File: config.mk
export PLATFORM = sky130hd
export DESIGN_NAME = control_barrera
export DESIGN_NICKNAME = d
export VERILOG_FILES = /design/src/rtl/control_barrera.sv
export SDC_FILE = /design/constraint.sdc
export NUM_CORES = 1
export LEC_CHECK = 0
export CORE_MARGIN = 4
export CORE_UTILIZATION = 35
export CTS_CLUSTER_SIZE = 25
export DETAILED_ROUTE_END_ITERATION = 10
export MAX_ROUTING_LAYER = met4
export SETUP_SLACK_MARGIN = 0.1
export SLEW_MARGIN = 20
export SYNTH_ARGS = -nofsm -noshare
export SYNTH_HDL_FRONTEND = slang
export SYNTH_SLANG_ARGS = --single-unit
File: constraint.sdc
create_clock -name CLK -period 3.85 [get_ports CLK]
set_input_delay 0.77 -clock CLK [delete_from_list [all_inputs] [get_ports CLK]]
set_output_delay 0.77 -clock CLK [all_outputs]
set_load 0.02 [all_outputs]
File: src/rtl/control_barrera.sv
// Single-lane parking barrier controller.
// Arbitrates entry/exit requests and times the open/close phases.
module control_barrera #(
  parameter int N         = 3,
  parameter int T_ABIERTA = 3000,
  parameter int T_CIERRE  = 1000,
  parameter int W_T       = 12
) (
  input  logic         CLK,
  input  logic         RST,
  input  logic         TICK,
  input  logic         REQ_IN,
  input  logic         REQ_OUT,
  input  logic         PASO,
  input  logic [N-1:0] OCUP,
  input  logic         LLENO,
  output logic         ABRIR,
  output logic         DIR,
  output logic         INC,
  output logic         DEC,
  output logic         RECHAZO,
  output logic         TIMEOUT,
  output logic         OCUPADO
);

  typedef enum logic [1:0] {
    IDLE,
    ABRE_ENT,
    ABRE_SAL,
    CIERRE
  } state_t;

  localparam logic [W_T-1:0] TA_LAST = W_T'(T_ABIERTA - 1);
  localparam logic [W_T-1:0] TC_LAST = W_T'(T_CIERRE - 1);
  localparam logic [W_T-1:0] T_ONE   = W_T'(1);

  state_t         state, state_n;
  logic [W_T-1:0] timer, timer_n;
  logic           pend_in, pend_out;
  logic           last_dir, last_dir_n;
  logic           req_in_q, req_out_q, paso_q;

  logic in_rise, out_rise, paso_rise;
  logic pin_clr, pout_clr;
  logic in_v, out_v;
  logic abrir_n, dir_n, inc_n, dec_n;
  logic rech_n, tout_n, ocup_n;

  assign in_rise   = REQ_IN & ~req_in_q;
  assign out_rise  = REQ_OUT & ~req_out_q;
  assign paso_rise = PASO & ~paso_q;

  // Edge-detect history for the level inputs.
  always_ff @(posedge CLK) begin
    if (RST) begin
      req_in_q  <= 1'b0;
      req_out_q <= 1'b0;
      paso_q    <= 1'b0;
    end else begin
      req_in_q  <= REQ_IN;
      req_out_q <= REQ_OUT;
      paso_q    <= PASO;
    end
  end

  // Next-state, timer, arbitration and registered output values.
  always_comb begin
    state_n    = state;
    timer_n    = timer;
    last_dir_n = last_dir;
    dir_n      = DIR;
    pin_clr    = 1'b0;
    pout_clr   = 1'b0;
    inc_n      = 1'b0;
    dec_n      = 1'b0;
    rech_n     = 1'b0;
    tout_n     = 1'b0;
    in_v       = pend_in & ~LLENO;
    out_v      = pend_out & (OCUP != '0);
    unique case (state)
      IDLE: begin
        if (pend_in && LLENO) begin
          rech_n  = 1'b1;
          pin_clr = 1'b1;
        end
        if (pend_out && (OCUP == '0)) begin
          pout_clr = 1'b1;
        end
        if (in_v && (!out_v || last_dir)) begin
          state_n    = ABRE_ENT;
          dir_n      = 1'b0;
          pin_clr    = 1'b1;
          last_dir_n = 1'b0;
          timer_n    = '0;
        end else if (out_v) begin
          state_n    = ABRE_SAL;
          dir_n      = 1'b1;
          pout_clr   = 1'b1;
          last_dir_n = 1'b1;
          timer_n    = '0;
        end
      end
      ABRE_ENT, ABRE_SAL: begin
        if (paso_rise) begin
          inc_n   = (state == ABRE_ENT);
          dec_n   = (state == ABRE_SAL);
          state_n = CIERRE;
          timer_n = '0;
        end else if (TICK) begin
          if (timer == TA_LAST) begin
            tout_n  = 1'b1;
            state_n = CIERRE;
            timer_n = '0;
          end else begin
            timer_n = timer + T_ONE;
          end
        end
      end
      CIERRE: begin
        if (TICK) begin
          if (timer == TC_LAST) begin
            state_n = IDLE;
            timer_n = '0;
          end else begin
            timer_n = timer + T_ONE;
          end
        end
      end
      default: begin
        state_n = IDLE;
        timer_n = '0;
      end
    endcase
    abrir_n = (state_n == ABRE_ENT) || (state_n == ABRE_SAL);
    ocup_n  = (state_n != IDLE);
  end

  // State, pending flags and registered outputs.
  always_ff @(posedge CLK) begin
    if (RST) begin
      state    <= IDLE;
      timer    <= '0;
      pend_in  <= 1'b0;
      pend_out <= 1'b0;
      last_dir <= 1'b1;
      ABRIR    <= 1'b0;
      DIR      <= 1'b0;
      INC      <= 1'b0;
      DEC      <= 1'b0;
      RECHAZO  <= 1'b0;
      TIMEOUT  <= 1'b0;
      OCUPADO  <= 1'b0;
    end else begin
      state    <= state_n;
      timer    <= timer_n;
      pend_in  <= (pend_in & ~pin_clr) | in_rise;
      pend_out <= (pend_out & ~pout_clr) | out_rise;
      last_dir <= last_dir_n;
      ABRIR    <= abrir_n;
      DIR      <= dir_n;
      INC      <= inc_n;
      DEC      <= dec_n;
      RECHAZO  <= rech_n;
      TIMEOUT  <= tout_n;
      OCUPADO  <= ocup_n;
    end
  end

endmodule
* Word level (Yosys, flattened, before mapping)
Index checks and enable logic that the tools add are counted. Widths: inputs -> output; s select.
Word-level totals: register bits after elaboration 27, input bits 10, output and inout port bits 7
Cells by class: add/subtract/negate cells 1, eq/ne operators 10, muxes and demuxes 26, bitwise operators 19, reductions and logical operators 17
Operators by type and width (number):
- $mux 12 | 7
- $pmux 12 s3 | 1
- $mux 2 | 7
- $add 12x1->12 const B | 1
- $eq 12x10->1 const B | 1
- $eq 12x12->1 const B | 1
- $mux 1 | 10
- $not 1->1 | 10
- $and 1x1->1 | 7
- $eq 2x2->1 const B | 3
- $ne 3x3->1 const B | 2
- $pmux 2 s3 | 1
- $eq 2x1->1 const B | 2
- $reduce_bool 2->1 | 2
- $reduce_or 2->1 | 2
- $reduce_or 4->1 | 1
- $logic_and 1x1->1 | 3
- $logic_not 3->1 | 1
- $reduce_and 3->1 | 1
- $reduce_bool 3->1 | 1
- $reduce_or 3->1 | 1
- $logic_not 2->1 | 1
- $logic_or 1x1->1 | 2
- $ne 2x2->1 const B | 1
- 3 further kinds | 4

* Longest topological paths before layout
Gate-level depths: netlist of run 1.
word-level depth 10, gate-level depth with buffers 8, depth with buffers taken out 7

* Worst setup path before layout of run 1
Ideal clock, no wire load.
path type input to register, start point in OCUP[1], end point reg ABRIR, arrival 1926 ps, data required time 3726 ps, slack 1800 ps, cell stages on the path 6, cells stage by stage o31ai_1 > o21a_1 > o21ai_0 > o21ai_1 > ha_1 > nor2b_1
On the way: longest elaborated chain between the ends 9, elaborated cells on any way between the ends 11
Ends and longest elaborated chain:
- start, declared | RTL line 15 | input logic [N-1:0] OCUP,
- $reduce_bool 3->1 (*) | RTL line 79 | out_v = pend_out & (OCUP != '0);
- $and 1x1->1 (*) | RTL line 79
- $logic_not 1->1 | RTL line 89 | if (in_v && (!out_v || last_dir)) begin
- $logic_or 1x1->1 | RTL line 89
- $logic_and 1x1->1 | RTL line 89
- $mux 2 (*) | RTL line 89
- $pmux 2 s3 (*) | RTL line 80 | unique case (state)
- $eq 2x1->1 / $eq 2x2->1 (equally long branches) | RTL line 134 | abrir_n = (state_n == ABRE_ENT) || (state_n == ABRE_SAL);
- $logic_or 1x1->1 (*) | RTL line 134
- net abrir_n | RTL line 46 | logic abrir_n, dir_n, inc_n, dec_n;
- end signal, assigned | RTL line 159 | ABRIR <= abrir_n;
- end, declared | RTL line 17 | output logic ABRIR,
The timed path passes the listed nets; every way through them passes the cells marked *. A chain may end at the register's enable or synchronous reset.

* Worst setup path after layout of run 1
Ends and elaborated chain as after synthesis.

==> flow_summary.yaml, run 1 <==
run_status:
  status: "complete, no violations"
global_route:
  grt_pass1_vias: 1196
  grt_busiest_layer: "met2"
  grt.overflow.total: 0
  grt_pass1_wl_mm: 5.46
  grt_usage_pct: 13.1
  grt_max_degree: 20
  grt_use_met2_pct: 21.5
  grt_util_met3_pct: 3.31
  met1_usage_pct: 16.2
  grt_antenna_before_repair: 0
routing:
  vias: 1301
  wl_per_cell_um: 13.9
  drtAntennaViolNets: 0
  detail_route.iter0.violations: 88
  avgViaCountPerCell: 5.49
  firstDrtPassIters: 7
  drc: 0
  totalWireLength_mm: 3.29
critical_path:
  cp_max_fo: 6
  crit_path_end_kind: "flip-flop"
  slowest_stage: "o31ai_1"
  startpoint_type: "primary input"
  critPathBufInv: 1
  slowest_delay_ns: 0.59
  crit_chain: "clkdlybuf4s50_1, o31ai_1, o21a_1, o21ai_0, o21ai_1, ha_1, nor2b_1"
  arrival_ns: 2.57
  worstSetupPathType: "primary input to flip-flop"
  required_ns: 4.02
  critPathTopFamily: "compound AO/OA/AOI/OAI gates"
logic_synthesis:
  yosysWarnings: 0
  ys_top_cells_by_count: "dfxtp_1, inv_1, nand3_1, nor2_1, nand2_1"
  synth-edff-count: 0
  synth-seq-cells: 27
  syn_inst: 171
  syn_nets: 188
  synth-seq-area-share_pct: 36.9
  syn_area_sq_mm: 0.00147
  synth_most_common_cell: "dfxtp_1"
  ys_top_cells_by_area: "dfxtp_1, ha_1, nand3_1, inv_1, nor2_1"
  synthArstFlopShare_pct: 0
  ys.flop_type: "dfxtp_1"
  synth.avg_cell_area_sq_um: 8.58
  synth_top_cell_area_share_pct: 36.9
  synth_top_cell_by_area: "dfxtp_1"
  synth_cell_types: 43
sta:
  setup_viol_count_final: 0
  slew_headroom_pct: 48.9
  drv_slew: 0
  finalCritPeriodShare_pct: 62.3
  grt_setup_unrepaired: "false"
  hold_viol: 0
  fin_skew_ns: 0.00388
  worst_slew_pin_slew_ns: 0.765
  fmax_ghz: 0.417
  fin_crit_ns: 2.40
  fin_tns_setup_ns: 0
final_layout:
  fin_util_pct: 42.5
  area_growth_pct: 16.6
  n_fill_cell: 422
  diodes: 0
  drive_above_1_share_pct: 6.95
  stdcell_count: 237
  nNetsFinal: 205
clocking:
  clockRootBuffer: "clkbuf_8"
  htreeDepth: 1
  cts_resized: 0
  clock_latency_ns: 0.27
  clkSinkCount: 27
  postCtsHoldBufs: 0
  cts_buffer_depth: 2
  post_cts_buffers: 0
  cts_tree: "built"
  cts_made_buffers: 3
  clk_pin_slew_worst_paths_ns: 0.09
place:
  gp_congestion: 0.899
  placed_cells: 233
  portBuffers: 16
  dp_hpwl_mm: 2.39
floorplanning:
  initial_utilization_pct: 36.4
  num_rows: 23
  design.die.area_sq_mm: 0.00529
  die_x_um: 72.7
  die_h_um: 72.7
  io_pins: 17
  core_sq_mm: 0.00403
flow_run:
  max_cap_violations: 0
pwr:
  leakage_uw: 0.000643
  peakVddDrop_mv: 0.196
  p_per_area_mw_per_mm2: 402
worst_hold_path:
  hold_path.class: "flip-flop to flip-flop"
==> stage by stage <==
step	total power, uW	setup WS, ns	instance area [sq um]	hold slack (ns)
detailed placement	527	1.17	1660	0.449
CTS	693	1.44	1710	0.463
global route	729	1.30	1710	0.495
floorplan	464	1.80	1470	0.424
finish	688	1.45	1710	0.461
global placement	521	1.24	1660	0.438
==> placed cells by master (no fill, tap or decap), drive strengths merged, types with 4 or more instances in the layout <==
cell type / synthesis / routed
nand4b: 6 / 6
nand2b: 5 / 5
nor2b: 5 / 5
ha: 7 / 7
inv: 18 / 18
nand2: 8 / 8
and3: 5 / 5
nand4: 5 / 5
nor3: 4 / 4
nor2: 15 / 15
dfxtp: 27 / 27
a21oi: 5 / 5
nand3: 15 / 15
o221ai: 4 / 4
o211ai: 5 / 5
clkdlybuf4s50: 0 / 16
o21ai: 5 / 5
==> where the power goes <==
| group | internal (uW) | switching (uW) |
|---|---|---|
| Sequential | 299 | 13.3 |
| Combinational | 82.2 | 128 |
| Clock | 73.5 | 91.8 |
| Total | 455 | 233 |
==> final timing paths <==
| path | startpoint | end | slack, ns | cells after the start |
|---|---|---|---|---|
| min | pend_in | RECHAZO | 0.46 | 2 |
| max | OCUP[1] | ABRIR | 1.45 | 7 |
| min reg2reg | pend_in | RECHAZO | 0.46 | 2 |
| max reg2reg | state[0] | timer[7] | 1.59 | 7 |
==> metal layers <==
metal  routed length, um  share of wire [%]
met3                 163                5.0
met4                  13               0.40
met2                1600                 49
met1                1510                 46
met5                   0                  0
==> sequential cells by signal, indices dropped and copies added, names as in the netlist <==
signal and count:
last_dir 1, OCUPADO 1, pend_out 1, timer 12, INC 1, state 2, req_out_q 1, paso_q 1
pend_in 1, RECHAZO 1, TIMEOUT 1, DEC 1, DIR 1, ABRIR 1, req_in_q 1
==> final cells by class <==
type                    count  area [sq um]  area share (%)
multi-input cells         121           823            48.1
repair buffers             17           168            9.80
flip-flops and latches     27           541            31.6
inverters                  18          67.6            3.95
clock inverters             1          7.51           0.439
well taps                  50          62.6            3.66
clock buffers               3          41.3            2.41
==> worst reg2reg max path, cell delays in order, from the launching register on <==
cell	delay, ns
dfxtp_1	0.44
inv_1	0.13
ha_1	0.35
inv_1	0.14
o21ai_1	0.14
a211oi_2	0.70
nand3_1	0.18
o211ai_2	0.11
==> cells by family (layout without fill, tap and decap cells) <==
family	after synthesis	in the layout	synth area share, %
buffers and inverters	23	39	7.00
AND/OR/NAND/NOR	80	80	32.3
flip-flops	27	27	36.9
AO/OA/AOI/OAI	34	34	17.9
adder cells (fa/ha/maj)	7	7	5.97
(Power assumes the default switching activity.)
==> inputs of run 2 (changes only) <==
==> constraint.sdc (replaced) <==
create_clock -name CLK -period 2.3 [get_ports CLK]
set_input_delay 0.46 -clock CLK [delete_from_list [all_inputs] [get_ports CLK]]
set_output_delay 0.46 -clock CLK [all_outputs]
set_load 0.02 [all_outputs]
==> run 2 against run 1 <==
  * Final area increased by 1.1%
  * Die area unchanged
  * Worst hold slack got worse by 0.0012 ns
  * Critical path depth unchanged
  * Global-route usage increased by 0.18 points
  * Flip-flop and latch count unchanged
  * First-iteration DRC count decreased by 24%
  * Sequential share of layout area decreased by 0.34 points
  * Via count increased by 1.5%
  * Largest power group unchanged
  * Highest routed layer unchanged
==> flow_summary.yaml, run 2 (same netlist as run 1, synthesis figures left out) <==
routing:
  firstDrtPassIters: 4
  drtAntennaViolNets: 0
  drc: 0
  totalWireLength_mm: 3.19
  vias: 1320
  avgViaCountPerCell: 5.55
  detail_route.iter0.violations: 67
  wl_per_cell_um: 13.4
critical_path:
  regToRegSetupSlack_ns: 0.31
  arrival_ns: 2.20
  required_ns: 2.51
  startpoint_type: "flip-flop"
  crit_path_end_kind: "flip-flop"
  cp_max_fo: 10
  worstSetupPathType: "flip-flop to flip-flop"
  r2r_cells: 7
  rr_endpoint: "timer[9]"
  regToRegStartpoint: "state[0]"
sta:
  drv_slew: 0
  grt_setup_unrepaired: "false"
  setup_viol_count_final: 0
  worst_slew_pin_slew_ns: 0.476
  hold-worst-slack_ns: 0.460
  fin_crit_ns: 1.99
  fin_tns_setup_ns: 0
  slew_headroom_pct: 68.2
  finalCritPeriodShare_pct: 86.7
  timing.final.ws_setup_ns: 0.306
  fin_skew_ns: 0.00590
  hold_viol: 0
  fmax_ghz: 0.502
floorplanning:
  die_h_um: 72.7
  io_pins: 17
  core_sq_mm: 0.00403
  num_rows: 23
  design.die.area_sq_mm: 0.00529
  die_x_um: 72.7
  initial_utilization_pct: 36.4
global_route:
  grt_max_degree: 20
  grt_pass1_vias: 1315
  grt_pass1_wl_mm: 5.61
  grt_antenna_before_repair: 0
  grt_usage_pct: 13.3
  grt.overflow.total: 0
final_layout:
  final_common_cell: "dfxtp_1"
  top_register: "timer"
  nNetsFinal: 206
  diodes: 0
  drive_above_1_share_pct: 8.51
  largest_register_ffs: 12
  final_cell_mix: "dfxtp_1, inv_1, clkdlybuf4s50_1"
  stdcell_count: 238
  largestRegisters: "timer: 12 flops, state: 2 flops"
  area_growth_pct: 17.9
place:
  place_ws_ns: -0.0477
  placed_cells: 234
  gp_congestion: 0.830
  portBuffers: 16
  dp_hpwl_mm: 2.40
worst_hold_path:
  min_from: "pend_in"
  hold_depth: 2
  hold_path_end: "RECHAZO"
  hold_path.class: "flip-flop to flip-flop"
pwr:
  peakVddDrop_mv: 0.180
  leakage_uw: 0.000649
  p_per_area_mw_per_mm2: 667
clocking:
  post_cts_buffers: 0
  clkSinkCount: 27
  cts_tree: "built"
  cts_buffer_depth: 2
  htreeDepth: 1
  clk_pin_slew_worst_paths_ns: 0.09
  clock_latency_ns: 0.27
  cts_made_buffers: 3
  clockRootBuffer: "clkbuf_8"
run_status:
  status: "complete, no violations"
flow_run:
  max_cap_violations: 0
run 2: how the worst max path moves through the flow:
stage,start,endpoint,slack (ns),depth (start not counted)
after CTS,state[0],timer[9],0.12,7
final,state[0],timer[9],0.31,7
after floorplan,timer[0],ABRIR,0.53,7
after global routing,state[0],timer[11],0.16,7
after detailed placement,LLENO,timer[3],-0.05,6
after global placement,LLENO,timer[5],0.02,6
run 2: per-layer routing:
metal	track usage, %	vias up	wire length [um]
met5	-	-	0
met4	3.69	0	42
met3	1.93	6	135
met2	23.3	23	1600
met1	15.7	630	1410
li1	-	661	-
run 2: metrics by stage:
| step | utilization [%] | total power [uW] | area [sq um] |
|---|---|---|---|
| 2_1_floorplan | - | 776 | 1470 |
| 3_3_place_gp | 41.4 | 873 | 1670 |
| 3_5_place_dp | 41.4 | 880 | 1670 |
| 4_1_cts | 42.5 | 1150 | 1710 |
| 5_1_grt | 42.9 | 1230 | 1730 |
| 6_report | 42.9 | 1150 | 1730 |
run 2: cell type report:
| class | count | area (sq um) |
|---|---|---|
| fillers | 416 | 2300 |
| flip-flops and latches | 27 | 541 |
| multi-input cells | 121 | 838 |
| inverters | 18 | 67.6 |
| well taps | 50 | 62.6 |
| repair buffers | 18 | 175 |
| clock buffers | 4 | 45.0 |
run 2: timing repair:
| item | in CTS | in global routing |
|---|---|---|
| gates resized for setup | 0 | 4 |
| hold buffers | 0 | 0 |
| setup endpoints to repair | 0 | 11 |
run 2: critical path: stages, from the launching register on:
cell and delay, ns:
dfxtp_1 0.43, inv_1 0.13, ha_1 0.35, inv_1 0.15, o21ai_2 0.12, a211oi_4 0.48, nand3_1 0.17, o211ai_2 0.10
run 2: where the power goes:
part	internal [uW]	leakage, uW	switching, uW	total, uW
combinational	145	0.000406	218	363
sequential	501	0.000220	20.6	522
clock	124	0.0000228	144	268
